$ cat config.mk
export PLATFORM = sky130hd
export DESIGN_NAME = control_unit
export DESIGN_NICKNAME = d
export VERILOG_FILES = /design/src/rtl/control_unit_pkg.sv /design/src/rtl/control_unit_decoder.sv /design/src/rtl/control_unit.sv
export SDC_FILE = /design/constraint.sdc
export NUM_CORES = 1
export LEC_CHECK = 0
export BUFFER_PORTS_ARGS = -buffer_cell sky130_fd_sc_hd__buf_2
export CORE_ASPECT_RATIO = 0.8
export CORE_MARGIN = 3
export CORE_UTILIZATION = 40
export CTS_CLUSTER_SIZE = 24
export DETAILED_ROUTE_END_ITERATION = 6
export PLACE_DENSITY = 0.65
export RECOVER_POWER = 25
export SYNTH_ARGS = -nofsm -noshare
export SYNTH_HDL_FRONTEND = slang
export SYNTH_SLANG_ARGS = --single-unit
export TNS_END_PERCENT = 20
$ cat constraint.sdc
create_clock -name CLK -period 2.7 [get_ports CLK]
set_clock_uncertainty 0.1 [all_clocks]
set_input_delay 0.27 -clock CLK [delete_from_list [all_inputs] [get_ports CLK]]
set_output_delay 0.27 -clock CLK [all_outputs]
set_load 0.02 [all_outputs]
$ cat src/rtl/control_unit_pkg.sv
// ============================================================================
// Module      : control_unit_pkg
// Description : Shared types for the 19-bit CPU control unit: opcode and
//               state encodings, strobe bundle, flag indices and widths.
// Revision    : 1.0 - initial release
// ============================================================================
`default_nettype none

package control_unit_pkg;

    localparam int OPCODE_W = 5;
    localparam int FLAG_W   = 4;
    localparam int ALU_OP_W = 4;
    localparam int STATE_W  = 3;

    // Flag vector bit positions
    localparam int Z_IDX = 0;
    localparam int N_IDX = 1;
    localparam int C_IDX = 2;
    localparam int V_IDX = 3;

    typedef enum logic [OPCODE_W-1:0] {
        OP_NOP  = 5'b00000,
        OP_ADD  = 5'b00001,
        OP_SUB  = 5'b00010,
        OP_MUL  = 5'b00011,
        OP_DIV  = 5'b00100,
        OP_AND  = 5'b00101,
        OP_OR   = 5'b00110,
        OP_XOR  = 5'b00111,
        OP_NOT  = 5'b01000,
        OP_JMP  = 5'b01001,
        OP_BEQ  = 5'b01010,
        OP_BNE  = 5'b01011,
        OP_CALL = 5'b01100,
        OP_RET  = 5'b01101,
        OP_LD   = 5'b01110,
        OP_ST   = 5'b01111
    } opcode_t;

    typedef enum logic [STATE_W-1:0] {
        ST_FETCH     = 3'd0,
        ST_DECODE    = 3'd1,
        ST_EXECUTE   = 3'd2,
        ST_MEMORY    = 3'd3,
        ST_WRITEBACK = 3'd4,
        ST_HALT      = 3'd5
    } state_t;

    typedef struct packed {
        logic pc_inc;
        logic pc_load;
        logic ir_load;
        logic mem_rd;
        logic mem_wr;
        logic reg_we;
        logic sp_inc;
        logic sp_dec;
        logic illegal;
    } strobes_t;

    // ALU class opcodes run through WRITEBACK; their low nibble is the ALU select
    function automatic logic is_alu_op(input logic [OPCODE_W-1:0] op);
        return (op >= OP_ADD) && (op <= OP_NOT);
    endfunction

endpackage

`default_nettype wire

$ cat src/rtl/control_unit_decoder.sv
// ============================================================================
// Module      : cu_decoder
// Description : Combinational map from (state, latched opcode, Z flag) to the
//               datapath strobe bundle and the next FSM state.
//               Optional feature macro: CU_ILLEGAL_TRAP_EN (illegal -> HALT).
// Revision    : 1.0 - initial release
// ============================================================================
`default_nettype none

module cu_decoder
    import control_unit_pkg::*;
(
    input  state_t                i_state,
    input  logic [OPCODE_W-1:0]   i_opcode,
    input  logic                  i_flag_z,
    output strobes_t              o_strobes,
    output state_t                o_next_state
);

    // Strobes and next state for the current step of the instruction
    always_comb begin
        o_strobes    = '0;
        o_next_state = i_state;
        case (i_state)
            ST_FETCH: begin
                o_strobes.mem_rd  = 1'b1;
                o_strobes.ir_load = 1'b1;
                o_strobes.pc_inc  = 1'b1;
                o_next_state      = ST_DECODE;
            end
            ST_DECODE: begin
                o_next_state = ST_EXECUTE;
            end
            ST_EXECUTE: begin
                o_next_state = ST_FETCH;
                if (is_alu_op(i_opcode)) begin
                    o_next_state = ST_WRITEBACK;
                end else begin
                    case (i_opcode)
                        OP_NOP: ;
                        OP_JMP: o_strobes.pc_load = 1'b1;
                        OP_BEQ: o_strobes.pc_load = i_flag_z;
                        OP_BNE: o_strobes.pc_load = ~i_flag_z;
                        OP_CALL: begin
                            o_strobes.sp_dec = 1'b1;
                            o_next_state     = ST_MEMORY;
                        end
                        OP_RET, OP_LD, OP_ST: o_next_state = ST_MEMORY;
                        default: begin
                            o_strobes.illegal = 1'b1;
`ifdef CU_ILLEGAL_TRAP_EN
                            o_next_state = ST_HALT;
`else
                            o_next_state = ST_FETCH;
`endif
                        end
                    endcase
                end
            end
            ST_MEMORY: begin
                o_next_state = ST_FETCH;
                case (i_opcode)
                    OP_CALL: begin
                        o_strobes.mem_wr  = 1'b1;
                        o_strobes.pc_load = 1'b1;
                    end
                    OP_RET: begin
                        o_strobes.mem_rd  = 1'b1;
                        o_strobes.pc_load = 1'b1;
                        o_strobes.sp_inc  = 1'b1;
                    end
                    OP_LD: begin
                        o_strobes.mem_rd = 1'b1;
                        o_next_state     = ST_WRITEBACK;
                    end
                    OP_ST: o_strobes.mem_wr = 1'b1;
                    default: ;
                endcase
            end
            ST_WRITEBACK: begin
                o_strobes.reg_we = 1'b1;
                o_next_state     = ST_FETCH;
            end
            ST_HALT: begin
                o_strobes.illegal = 1'b1;
                o_next_state      = ST_HALT;
            end
            default: o_next_state = ST_FETCH;
        endcase
    end

endmodule

`default_nettype wire

$ cat src/rtl/control_unit.sv
// ============================================================================
// Module      : control_unit
// Description : Multi-cycle FETCH/DECODE/EXECUTE/MEMORY/WRITEBACK sequencer
//               for the 19-bit CPU. Holds the state and latched opcode and
//               gates the decoder strobes with EN and the post-reset cycle.
//               Optional feature macro: CU_ILLEGAL_TRAP_EN.
// Revision    : 1.0 - initial release
// ============================================================================
`default_nettype none

module control_unit
    import control_unit_pkg::*;
(
    input  logic                  CLK,
    input  logic                  RST,
    input  logic                  EN,
    input  logic [OPCODE_W-1:0]   OPCODE,
    input  logic [FLAG_W-1:0]     FLAGS,
    output logic                  PC_INC,
    output logic                  PC_LOAD,
    output logic                  IR_LOAD,
    output logic                  MEM_RD,
    output logic                  MEM_WR,
    output logic                  REG_WE,
    output logic [ALU_OP_W-1:0]   ALU_OP,
    output logic                  SP_INC,
    output logic                  SP_DEC,
    output logic                  ILLEGAL,
    output logic [STATE_W-1:0]    STATE
);

    state_t                r_state;
    logic [OPCODE_W-1:0]   r_opcode;
    logic                  r_fresh;     // first cycle after reset: outputs quiet, no advance
    logic [ALU_OP_W-1:0]   r_alu_last;
    state_t                w_next_state;
    strobes_t              w_dec;
    logic                  w_go;
    logic                  w_alu_active;
    logic                  w_unused_flags;

    // Only Z steers control flow; the remaining flags are not consulted here
    assign w_unused_flags = ^FLAGS[V_IDX:N_IDX];

    cu_decoder u_decoder (
        .i_state      (r_state),
        .i_opcode     (r_opcode),
        .i_flag_z     (FLAGS[Z_IDX]),
        .o_strobes    (w_dec),
        .o_next_state (w_next_state)
    );

    assign w_go         = EN & ~r_fresh;
    assign w_alu_active = is_alu_op(r_opcode) &&
                          ((r_state == ST_EXECUTE) || (r_state == ST_WRITEBACK));

    // State, opcode latch and ALU select hold register
    always_ff @(posedge CLK) begin
        if (RST) begin
            r_state    <= ST_FETCH;
            r_opcode   <= OP_NOP;
            r_fresh    <= 1'b1;
            r_alu_last <= '0;
        end else begin
            r_fresh    <= 1'b0;
            r_alu_last <= ALU_OP;
            if (w_go) begin
                r_state <= w_next_state;
                if (r_state == ST_DECODE) begin
                    r_opcode <= OPCODE;
                end
            end
        end
    end

    // Strobes are suppressed while stalled; HALT keeps ILLEGAL up regardless
    always_comb begin
        PC_INC  = w_go & w_dec.pc_inc;
        PC_LOAD = w_go & w_dec.pc_load;
        IR_LOAD = w_go & w_dec.ir_load;
        MEM_RD  = w_go & w_dec.mem_rd;
        MEM_WR  = w_go & w_dec.mem_wr;
        REG_WE  = w_go & w_dec.reg_we;
        SP_INC  = w_go & w_dec.sp_inc;
        SP_DEC  = w_go & w_dec.sp_dec;
        ILLEGAL = (r_state == ST_HALT) | (w_go & w_dec.illegal);
        ALU_OP  = w_alu_active ? r_opcode[ALU_OP_W-1:0] : r_alu_last;
        STATE   = r_state;
    end

endmodule

`default_nettype wire

==> Word-level counts from Yosys, hierarchy flattened <==
Cells that the tools add are included.
{ "word_totals": {"regBits": 13, "latch_bits": 0, "ramBits": 0, "mem_bits_ro": 0, "inputBits": 12, "out_inout_bits": 16, "elab_cells": 64, "memories": 0} }
{ "classes": {"n_addsub": 0, "n_mul": 0, "div_mod_pow": 0, "magnitude_cmp": 2, "n_eq_ne": 12, "shifts": 0, "mux": 23, "bitwise_logic": 12, "reduce_logical": 11} }
{ "op_table": {"columns": ["operator", "count"], "rows": [
  ["equality test 5 x 4 -> 1 bit, second input constant", 7],
  ["case mux 3 bit (5 select lines)", 1],
  ["two-way mux 1 bit", 13],
  ["bitwise AND 1 bit", 9],
  ["OR reduction 8 bit", 1],
  ["equality test 3 x 2 -> 1 bit, second input constant", 2],
  ["equality test 3 bit, second input constant", 2],
  ["two-way mux 3 bit", 2],
  ["case mux 1 bit (2 select lines)", 3],
  ["OR reduction 2 bit", 3],
  [">= comparator 5 x 1 -> 1 bit, second input constant", 1],
  ["<= comparator 5 x 4 -> 1 bit, second input constant", 1],
  ["logical NOT 5 bit", 1],
  ["two-way mux 2 bit", 2],
  ["two-way mux 4 bit", 1],
  ["OR reduction 4 bit", 1],
  ["equality test 3 x 1 -> 1 bit, second input constant", 1],
  ["logical NOT 3 bit", 1],
  ["case mux 1 bit (3 select lines)", 1],
  ["logical AND 1 bit", 2],
  ["inverter 1 bit", 2],
  ["AND reduction 2 bit", 1],
  ["logical OR 1 bit", 1],
  ["bitwise OR 1 bit", 1]
]} }

==> Logic depth before layout (Yosys ltp) <==
Gate-level depths: netlist (run 1).
{ "depth": {"word_depth": 7, "mapped_depth": 5, "mapped_depth_nobuf": 3} }

==> Hierarchy <==
From an unflattened synthesis (run 1), not the netlist that was laid out.
{ "hier_totals": {"hier_cells": 101, "hier_area_um2": 910.9} }
{ "by_module_without_submodules": {"columns": ["module", "instances", "cells_each", "area_per_inst_um2", "seq_area_each_um2"], "rows": [
  ["control_unit", 1, 67, 639.4, 260.2],
  ["cu_decoder", 1, 34, 271.5, 0.0]
]} }

==> Worst setup path before layout (run 1) <==
OpenSTA, ideal clock, no wires.
{ "synth_path": {"path_kind": "reg-to-output", "start": "reg r_state[2], in the netlist STATE[2]", "end": "out MEM_WR", "t_arrival_ps": 1872, "required_ps": 2330, "setup_slack_ps": 458, "stages_incl_launch_ff": 5, "n_path_buf": 2, "cell_sequence": "dfxtp_1 buf_2 or3b_1 buf_2 nor4b_1"} }
{ "synth_via": {"elab_chain_len": 3} }
{ "synth_lines": {"columns": ["element", "line", "rtl"], "rows": [
  ["from (decl)", "control_unit.sv:32", "state_t r_state;"],
  ["from (signal assigned)", "control_unit.sv:68", "r_state <= w_next_state;"],
  ["equality test 3 x 2 -> 1 bit", "control_unit_decoder.sv:24", "case (i_state)"],
  ["two-way mux 1 bit", "control_unit_decoder.sv:24", null],
  ["bitwise AND 1 bit", "control_unit.sv:82", "MEM_WR = w_go & w_dec.mem_wr;"],
  ["to (decl)", "control_unit.sv:23", "output logic MEM_WR,"]
]} }
No other way between the ends.

==> Worst setup path in the final report (run 1) <==
{ "layout_path": {"start": "reg r_opcode[1]", "end": "out ALU_OP[1]"} }
{ "layout_via": {"elab_chain_len": 4, "elab_cells_between_ends": 5, "cone_classes": "2 x order compare; 1 x mux; 2 x reduce/logical"} }
{ "layout_lines": {"columns": ["element", "line", "rtl"], "rows": [
  ["from (decl)", "control_unit.sv:33", "logic [OPCODE_W-1:0] r_opcode;"],
  ["from (signal assigned)", "control_unit.sv:61", "r_opcode <= OP_NOP;"],
  ["from (signal assigned)", "control_unit.sv:70", "r_opcode <= OPCODE;"],
  [">= comparator 5 x 1 -> 1 bit or <= comparator 5 x 4 -> 1 bit (tied branches)", "control_unit_pkg.sv:64", "return (op >= OP_ADD) && (op <= OP_NOT);"],
  ["logical AND 1 bit", "control_unit_pkg.sv:64", null],
  ["logical AND 1 bit", "control_unit.sv:54", "assign w_alu_active = is_alu_op(r_opcode) &&"],
  ["two-way mux 4 bit *", "control_unit.sv:87", "ALU_OP = w_alu_active ? r_opcode[ALU_OP_W-1:0] : r_alu_last;"],
  ["to (decl)", "control_unit.sv:25", "output logic [ALU_OP_W-1:0] ALU_OP,"]
]} }
Every way passes the cells marked *; elsewhere a longest branch is shown, timed or not.

==> results of run 1 <==
state kept, by name, summed over array words and instances (netlist names):
register	flops
STATE	3
r_alu_last	4
r_fresh	1
r_opcode	5
layout make-up:
class                           instances  area, µm²  area share, %
Multi-Input combinational cell         81        559           56.4
Clock buffer                            4       26.3           2.65
Sequential cell                        13        260           26.3
Timing Repair Buffer                   24        115           11.6
Tap cell                               24       30.0           3.03
layer usage:
layer / track usage [%] / up-vias / wire, µm
met5: 0 / - / 0
met4: 4.07 / 0 / 10
met3: 6.61 / 2 / 134
met2: 26.4 / 25 / 996
met1: 22.3 / 413 / 979
li1: - / 426 / -
placed cells by master (no fill, tap or decap), drive strengths merged, types with 4 or more instances in the layout:
master  instances
buf            20
dfxtp          13
nand2b         13
a21oi           8
clkbuf          8
nand3           7
o21ai           7
mux2            4
nor4b           4
mux2i           4
synth_stat cells (2+ instances only):
master	n	area [µm²]
nor2b_1	3	18.8
nand3_1	7	35.0
o21ai_0	7	35.0
nand3b_1	2	15.0
mux2_2	4	45.0
buf_2	4	20.0
nand2_1	2	7.51
nand4_1	3	18.8
a211oi_1	2	15.0
nand2b_1	13	81.3
dfxtp_1	13	260
nor3_1	2	10.0
clkbuf_1	4	15.0
nor2_1	3	11.3
a21oi_1	8	40.0
mux2i_1	4	40.0
nor4_1	3	18.8
buf_6	2	22.5
nor4b_1	4	35.0
worst min-delay path by stage:
stage | endpoint | depth (start not counted) | from
after floorplan | r_fresh$_DFF_P_ | 0 | RST
after global placement | r_alu_last[0]$_SDFF_PP0_ | 2 | r_alu_last[0]$_SDFF_PP0_
after detailed placement | r_alu_last[0]$_SDFF_PP0_ | 2 | r_alu_last[0]$_SDFF_PP0_
after CTS | r_opcode[2]$_SDFFE_PP0P_ | 3 | OPCODE[2]
after global routing | r_opcode[2]$_SDFFE_PP0P_ | 3 | OPCODE[2]
final | r_opcode[2]$_SDFFE_PP0P_ | 3 | OPCODE[2]
worst max-delay path, cell delays in order (launching register included):
cell and delay, ns:
dfxtp_1 0.42, or4_4 0.59, nand4_1 0.21, mux2_2 0.36, buf_2 0.16
per-stage QoR:
stage | hold slack, ns | instance area, µm² | power [mW] | worst slack (ns) | util (%)
floorplan | 0.198 | 891 | 0.240 | 0.458 | -
global placement | 0.355 | 972 | 0.252 | 0.591 | 48.7
detailed placement | 0.363 | 972 | 0.254 | 0.608 | 48.7
CTS | 0.140 | 998 | 0.373 | 0.304 | 50.0
global route | 0.126 | 991 | 0.390 | 0.212 | 49.6
finish | 0.144 | 991 | 0.369 | 0.331 | 49.6
power breakdown:
group / leakage, nW / internal (mW) / switching [mW]
sequential: 0.105 / 0.195 / 0.00878
combinational: 0.259 / 0.0188 / 0.0268
clock: 0.0150 / 0.0573 / 0.0622
cell families (layout without fill, tap and decap cells):
| logic type | count (synthesis) | in the layout | synth area share (%) |
|---|---|---|---|
| flops | 13 | 13 | 29.2 |
| xor+xnor | 2 | 2 | 1.97 |
| compound gates | 21 | 21 | 14.2 |
| mux | 8 | 8 | 9.55 |
| simple gates | 50 | 50 | 37.4 |
| buf+inv | 12 | 28 | 7.72 |
==> impl_metrics.toml, run 1 <==
[run_status]
outcome = "completed"

[power]
powerDensity_nw_per_um2 = 372
leakage_nw = 0.380
ir_drop_mv = 0.251

[worst_setup_path]
r2r_start = "r_opcode[1]$_SDFFE_PP0P_"
reg2reg_depth = 3
required_ns = 2.33
critPathKind = "register to output pin"
r2r_slack_ns = 1.06
cp_max_fo = 11
crit_path_start_kind = "register"
end_kind = "output pin"
r2r_end = "r_alu_last[3]$_SDFF_PP0_"
crit_path_start = "r_opcode[1]$_SDFFE_PP0P_"
worstPathArrival_ns = 2.00
endpoint = "ALU_OP[1]"

[logic_synthesis]
ys_types = 35
syn_area_per_cell_um2 = 8.40
synthesis.area_um2 = 891
yosys_warnings = 0
synth_seq_cells = 13
ys_async_sr_fraction_pct = 0
synth_edf_count = 0
ys.flop_type = "dfxtp_1"
yosysSeqAreaShare_pct = 29.2
synthCells = 106
synth_nets = 118

[drt]
drt_iter0_markers = 30
avgRoutedWirePerCell_um = 14.5
vias = 866
drt_first_pass_iters = 4
drc = 0
ant_nets = 0
via_per_inst = 5.93
routed_wl_um = 2120

[sta]
timing.final.max_slew_violations = 0
maxSlewHeadroom_pct = 49.6
fin_crit_ns = 2.37
rsz0062_at_grt = "false"
fmax_ghz = 0.422
worst_pin_slew_ns = 0.755
report.final.hold_viol_count = 0
tns_ns = 0
setup_violations = 0
fin_crit_sh_pct = 87.7

[cells_and_area]
nFillCells = 209
synthToLayoutAreaGrowth_pct = 11.2
fin_cells = 146
nets = 135
diodes = 0
layout-drive-gt1-share_pct = 23.8

[floorplan]
die_height_um = 48.2
die_w_um = 58.8
rows = 14
design.core.area_um2 = 2000
boundaryPins = 28
die_area_um2 = 2830
start_util_pct = 44.6

[grt]
grt_max_degree = 20
grt_first_pass_wirelength_um = 3550
grt-ovfl-total = 0
antenna_found_initial = 0
grt_pass1_vias = 767
grt_util_all_layers_pct = 16.9

[cts]
post_cts_buffers = 0
cts_hold_buffers = 0
clock_sinks = 13
h-tree-depth = 1
cts_buffers = 3
clk_latency_ns = 0.28
cts_resized = 0
cts_root_buf = "clkbuf_4"
cts_buffer_depth = 2
path_clk_slew_ns = 0.07
cts_tree = "built"

[placement]
gp_congestion = 0.807
placed_cells = 142
dpl.hpwl_um = 1490
port_buffers = 24

[job]
drv_cap = 0

[worst_hold_path]
hold_path.class = "input port to register"
No activity file was read; power rests on OpenSTA's default activity.
==> run 2, diff against run 1 <==
Settings changed: RECOVER_POWER 25 to unset.
==> run 2 against run 1 <==
Worst setup slack worse by 0.015 ns. Hold slack hardly changed. Critical endpoint unchanged. Register-to-register slack better by 0.02 ns. Critical path type unchanged. Largest cell class unchanged. Sequential power hardly changed.
==> impl_metrics.toml, run 2 (synthesis gave the netlist of run 1 again) <==
[worst_setup_path]
max_stage_delay_ns = 0.60
critPathKind = "register to output pin"
worstPathArrival_ns = 2.01
crit_chain = "or4_4, nand4_1, mux2_2, buf_2"
reg2reg_depth = 3
required_ns = 2.33
path_depth = 4
end_kind = "output pin"
critical-path-slowest-cell = "or4_4"
crit_family = "simple AND/OR/NAND/NOR gates"
r2r_slack_ns = 1.08
path_buf_inv = 1
cp_max_fo = 11
crit_path_start_kind = "register"

[cts]
cts_root_buf = "clkbuf_4"
h-tree-depth = 1
path_clk_slew_ns = 0.07
cts_resized = 0
cts_buffers = 3
cts_hold_buffers = 0
clock_sinks = 13
post_cts_buffers = 0
cts_tree = "built"
clk_latency_ns = 0.27
cts_buffer_depth = 2

[grt]
grt-ovfl-total = 0
grt_max_degree = 20
grt_util_all_layers_pct = 16.9
grt_pass1_vias = 767
antenna_found_initial = 0
grt_first_pass_wirelength_um = 3550

[floorplan]
boundaryPins = 28
die_height_um = 48.2
start_util_pct = 44.6
die_area_um2 = 2830
rows = 14
die_w_um = 58.8
design.core.area_um2 = 2000

[sta]
fmax_ghz = 0.419
timing.final.max_slew_violations = 0
maxSlewHeadroom_pct = 60.3
report.final.hold_viol_count = 0
rsz0062_at_grt = "false"
fin_crit_sh_pct = 88.3
fin_ws_ns = 0.316
worst_pin_slew_ns = 0.593
tns_ns = 0
setup_violations = 0
fin_crit_ns = 2.38

[drt]
drt_iter0_markers = 42
drt_first_pass_iters = 4
via_per_inst = 5.99
ant_nets = 0
routed_wl_um = 2110
drc = 0
avgRoutedWirePerCell_um = 14.4
vias = 874

[cells_and_area]
nFillCells = 208
synthToLayoutAreaGrowth_pct = 12.1
multi_input_area_um2 = 562
largest_reg_flops = 5
final_common_cell = "buf_2"
ff_latch_area_um2 = 260
layout-drive-gt1-share_pct = 27.9
fin_cells = 146
top_register = "r_opcode"
mostFrequentLayoutCells = "buf_2 (24), dfxtp_1 (13), nand2b_1 (13)"
finalCoreUtilization_pct = 50.0
nets = 135
diodes = 0

[power]
ir_drop_mv = 0.251
leakage_nw = 0.396
finalPower_mw = 0.369
powerDensity_nw_per_um2 = 370

[worst_hold_path]
hold_path.class = "input port to register"
hold_path_depth = 3

[placement]
dpl.hpwl_um = 1490
placed_cells = 142
pre_cts_slack_ns = 0.608
gp_congestion = 0.807
port_buffers = 24

[job]
drv_cap = 0

[run_status]
outcome = "completed"
run 2: cell types whose count changed in the layout (fill, tap and decap cells not counted):
cell,delta
and4_1,-1
buf_2,+4
and4_4,+1
clkbuf_1,-4
run 2: layout make-up:
cell class	instances	share of cell area (%)
Timing Repair Buffer	24	12.0
Multi-Input combinational cell	81	56.3
Clock buffer	4	2.63
Sequential cell	13	26.1
Tap cell	24	3.01
run 2: final timing paths:
kind                                 start                       end
setup / recovery  r_opcode[1]$_SDFFE_PP0P_                 ALU_OP[1]
hold / removal                   OPCODE[2]  r_opcode[2]$_SDFFE_PP0P_
setup reg to reg     STATE[2]$_SDFFE_PP0P_     STATE[0]$_SDFFE_PP0P_
hold reg to reg   r_alu_last[0]$_SDFF_PP0_  r_alu_last[0]$_SDFF_PP0_
run 2: where the power goes:
part / total, mW / leakage [nW] / internal [mW] / switching, mW
Sequential: 0.204 / 0.105 / 0.195 / 0.00865
Combinational: 0.0461 / 0.275 / 0.0193 / 0.0268
Clock: 0.119 / 0.0150 / 0.0573 / 0.0620
run 2: per-layer routing:
layer,vias up,routed length [µm],global-route usage [%]
li1,425,-,-
met1,415,952,22.3
met2,32,984,26.4
met3,2,160,6.61
met4,0,10,4.07
met5,-,0,0
run 2: stage by stage:
stage | cell area, µm² | hold slack (ns)
2_1_floorplan | 891 | 0.198
3_3_place_gp | 972 | 0.355
3_5_place_dp | 972 | 0.363
4_1_cts | 998 | 0.140
5_1_grt | 998 | 0.126
6_report | 998 | 0.144
run 2: tightest hold or removal path, stage by stage:
cell and delay [ns]:
buf_2 0.09, nand3_1 0.05, a21oi_1 0.05
==> run 3, diff against run 2 <==
Settings changed: PLACE_DENSITY 0.65 to 0.61.
==> run 3 against run 2 <==
Via count down 4.1%. Critical path type unchanged. Sequential cell count unchanged. Global-route usage up 0.55 points. Critical endpoint is now PC_LOAD. Largest cell class unchanged.
==> impl_metrics.toml, run 3 (synthesis gave the netlist of run 1 again) <==
[placement]
port_buffers = 24
pre_cts_slack_ns = 0.609
dpl.hpwl_um = 1530
gp_congestion = 0.794
placed_cell_area_um2 = 972

[grt]
grt_util_all_layers_pct = 17.5
grt_first_pass_wirelength_um = 3700
grt_pass1_vias = 745
grt_max_degree = 20
antenna_found_initial = 0
grt-ovfl-total = 0

[cts]
cts_buffer_depth = 2
clk_latency_ns = 0.29
cts_tree = "built"
cts_resized = 0
clock_sinks = 13
post_cts_buffers = 0
cts_root_buf = "clkbuf_4"
h-tree-depth = 1
cts_hold_buffers = 0
cts_buffers = 3
path_clk_slew_ns = 0.09

[worst_setup_path]
end_kind = "output pin"
cp_max_fo = 16
crit_path_start_kind = "register"
crit_family = "simple AND/OR/NAND/NOR gates"
max_stage_delay_ns = 0.66
path_buf_inv = 1
crit_path_start = "STATE[1]$_SDFFE_PP0P_"
r2r_slack_ns = 1.07
r2r_start = "STATE[1]$_SDFFE_PP0P_"
worstPathArrival_ns = 2.05
required_ns = 2.33
critical-path-slowest-cell = "dfxtp_1"
crit_chain = "or4b_1, nor3_1, o311a_1, buf_2"
critPathKind = "register to output pin"

[sta]
worst_pin_slew_ns = 0.596
fin_ws_ns = 0.281
fmax_ghz = 0.413
rsz0062_at_grt = "false"
holdWs_ns = 0.131
tns_ns = 0
fin_crit_ns = 2.42
report.final.hold_viol_count = 0
setup_violations = 0
timing.final.max_slew_violations = 0
maxSlewHeadroom_pct = 60.1
fin_crit_sh_pct = 89.6

[drt]
ant_nets = 0
drt_first_pass_iters = 4
drc = 0
routed_wl_um = 2230
via_per_inst = 5.74
avgRoutedWirePerCell_um = 15.3
drt_iter0_markers = 31
vias = 838

[cells_and_area]
nets = 135
largest_reg_flops = 5
nFillCells = 215
top_register = "r_opcode"
mostFrequentLayoutCells = "buf_2 (24), dfxtp_1 (13), nand2b_1 (13)"
final_common_cell = "buf_2"
fin_area_um2 = 1000
layout-drive-gt1-share_pct = 28.7
multi_input_area_um2 = 562
diodes = 0
synthToLayoutAreaGrowth_pct = 12.2
ff_latch_area_um2 = 260

[floorplan]
rows = 14
boundaryPins = 28
die_area_um2 = 2830
die_w_um = 58.8
die_height_um = 48.2
design.core.area_um2 = 2000
start_util_pct = 44.6

[power]
leakage_nw = 0.399
finalPower_mw = 0.374
powerDensity_nw_per_um2 = 374
ir_drop_mv = 0.261

[run_status]
outcome = "completed"

[worst_hold_path]
holdCritStartpoint = "OPCODE[0]"
hold_path.class = "input port to register"

[job]
drv_cap = 0
## run 3: path summary, 6_finish.rpt
| check | end | depth (start not counted) |
|---|---|---|
| worst min register to register | r_alu_last[0]$_SDFF_PP0_ | 2 |
| worst max-delay path | PC_LOAD | 4 |
| worst min-delay path | r_opcode[0]$_SDFFE_PP0P_ | 3 |
| worst max register to register | STATE[1]$_SDFFE_PP0P_ | 3 |
## run 3: metrics by stage
step	instances	util, %
2_1_floorplan	106	-
3_3_place_gp	142	48.7
3_5_place_dp	142	48.7
4_1_cts	146	50.1
5_1_grt	146	50.1
6_report	146	50.1
## run 3: layout make-up
class                   instances  area share [%]
multi-input cells              81            56.2
clock buffers                   3            2.25
clock inverters                 1           0.501
well taps                      24            3.00
repair buffers                 24            12.0
flip-flops and latches         13            26.0
## run 3: per-layer routing
metal | up-vias | routed length [µm] | GRT usage [%]
met3 | 0 | 114 | 5.82
met5 | - | 0 | 0
met1 | 392 | 1130 | 25.7
met2 | 21 | 978 | 24.4
li1 | 425 | - | -
met4 | 0 | 0 | 4.07
## run 3: where the power goes
group	total [mW]	internal, mW	switching (mW)
combinational	0.0461	0.0194	0.0268
sequential	0.204	0.195	0.00909
clock	0.124	0.0551	0.0685
total	0.374	0.269	0.104
## run 3: tightest hold or removal path, delay by kind of cell
family	cells	cell delay (ns)
AO/OA/AOI/OAI	1	0.05
AND/OR/NAND/NOR	1	0.05
buffers and inverters	1	0.10
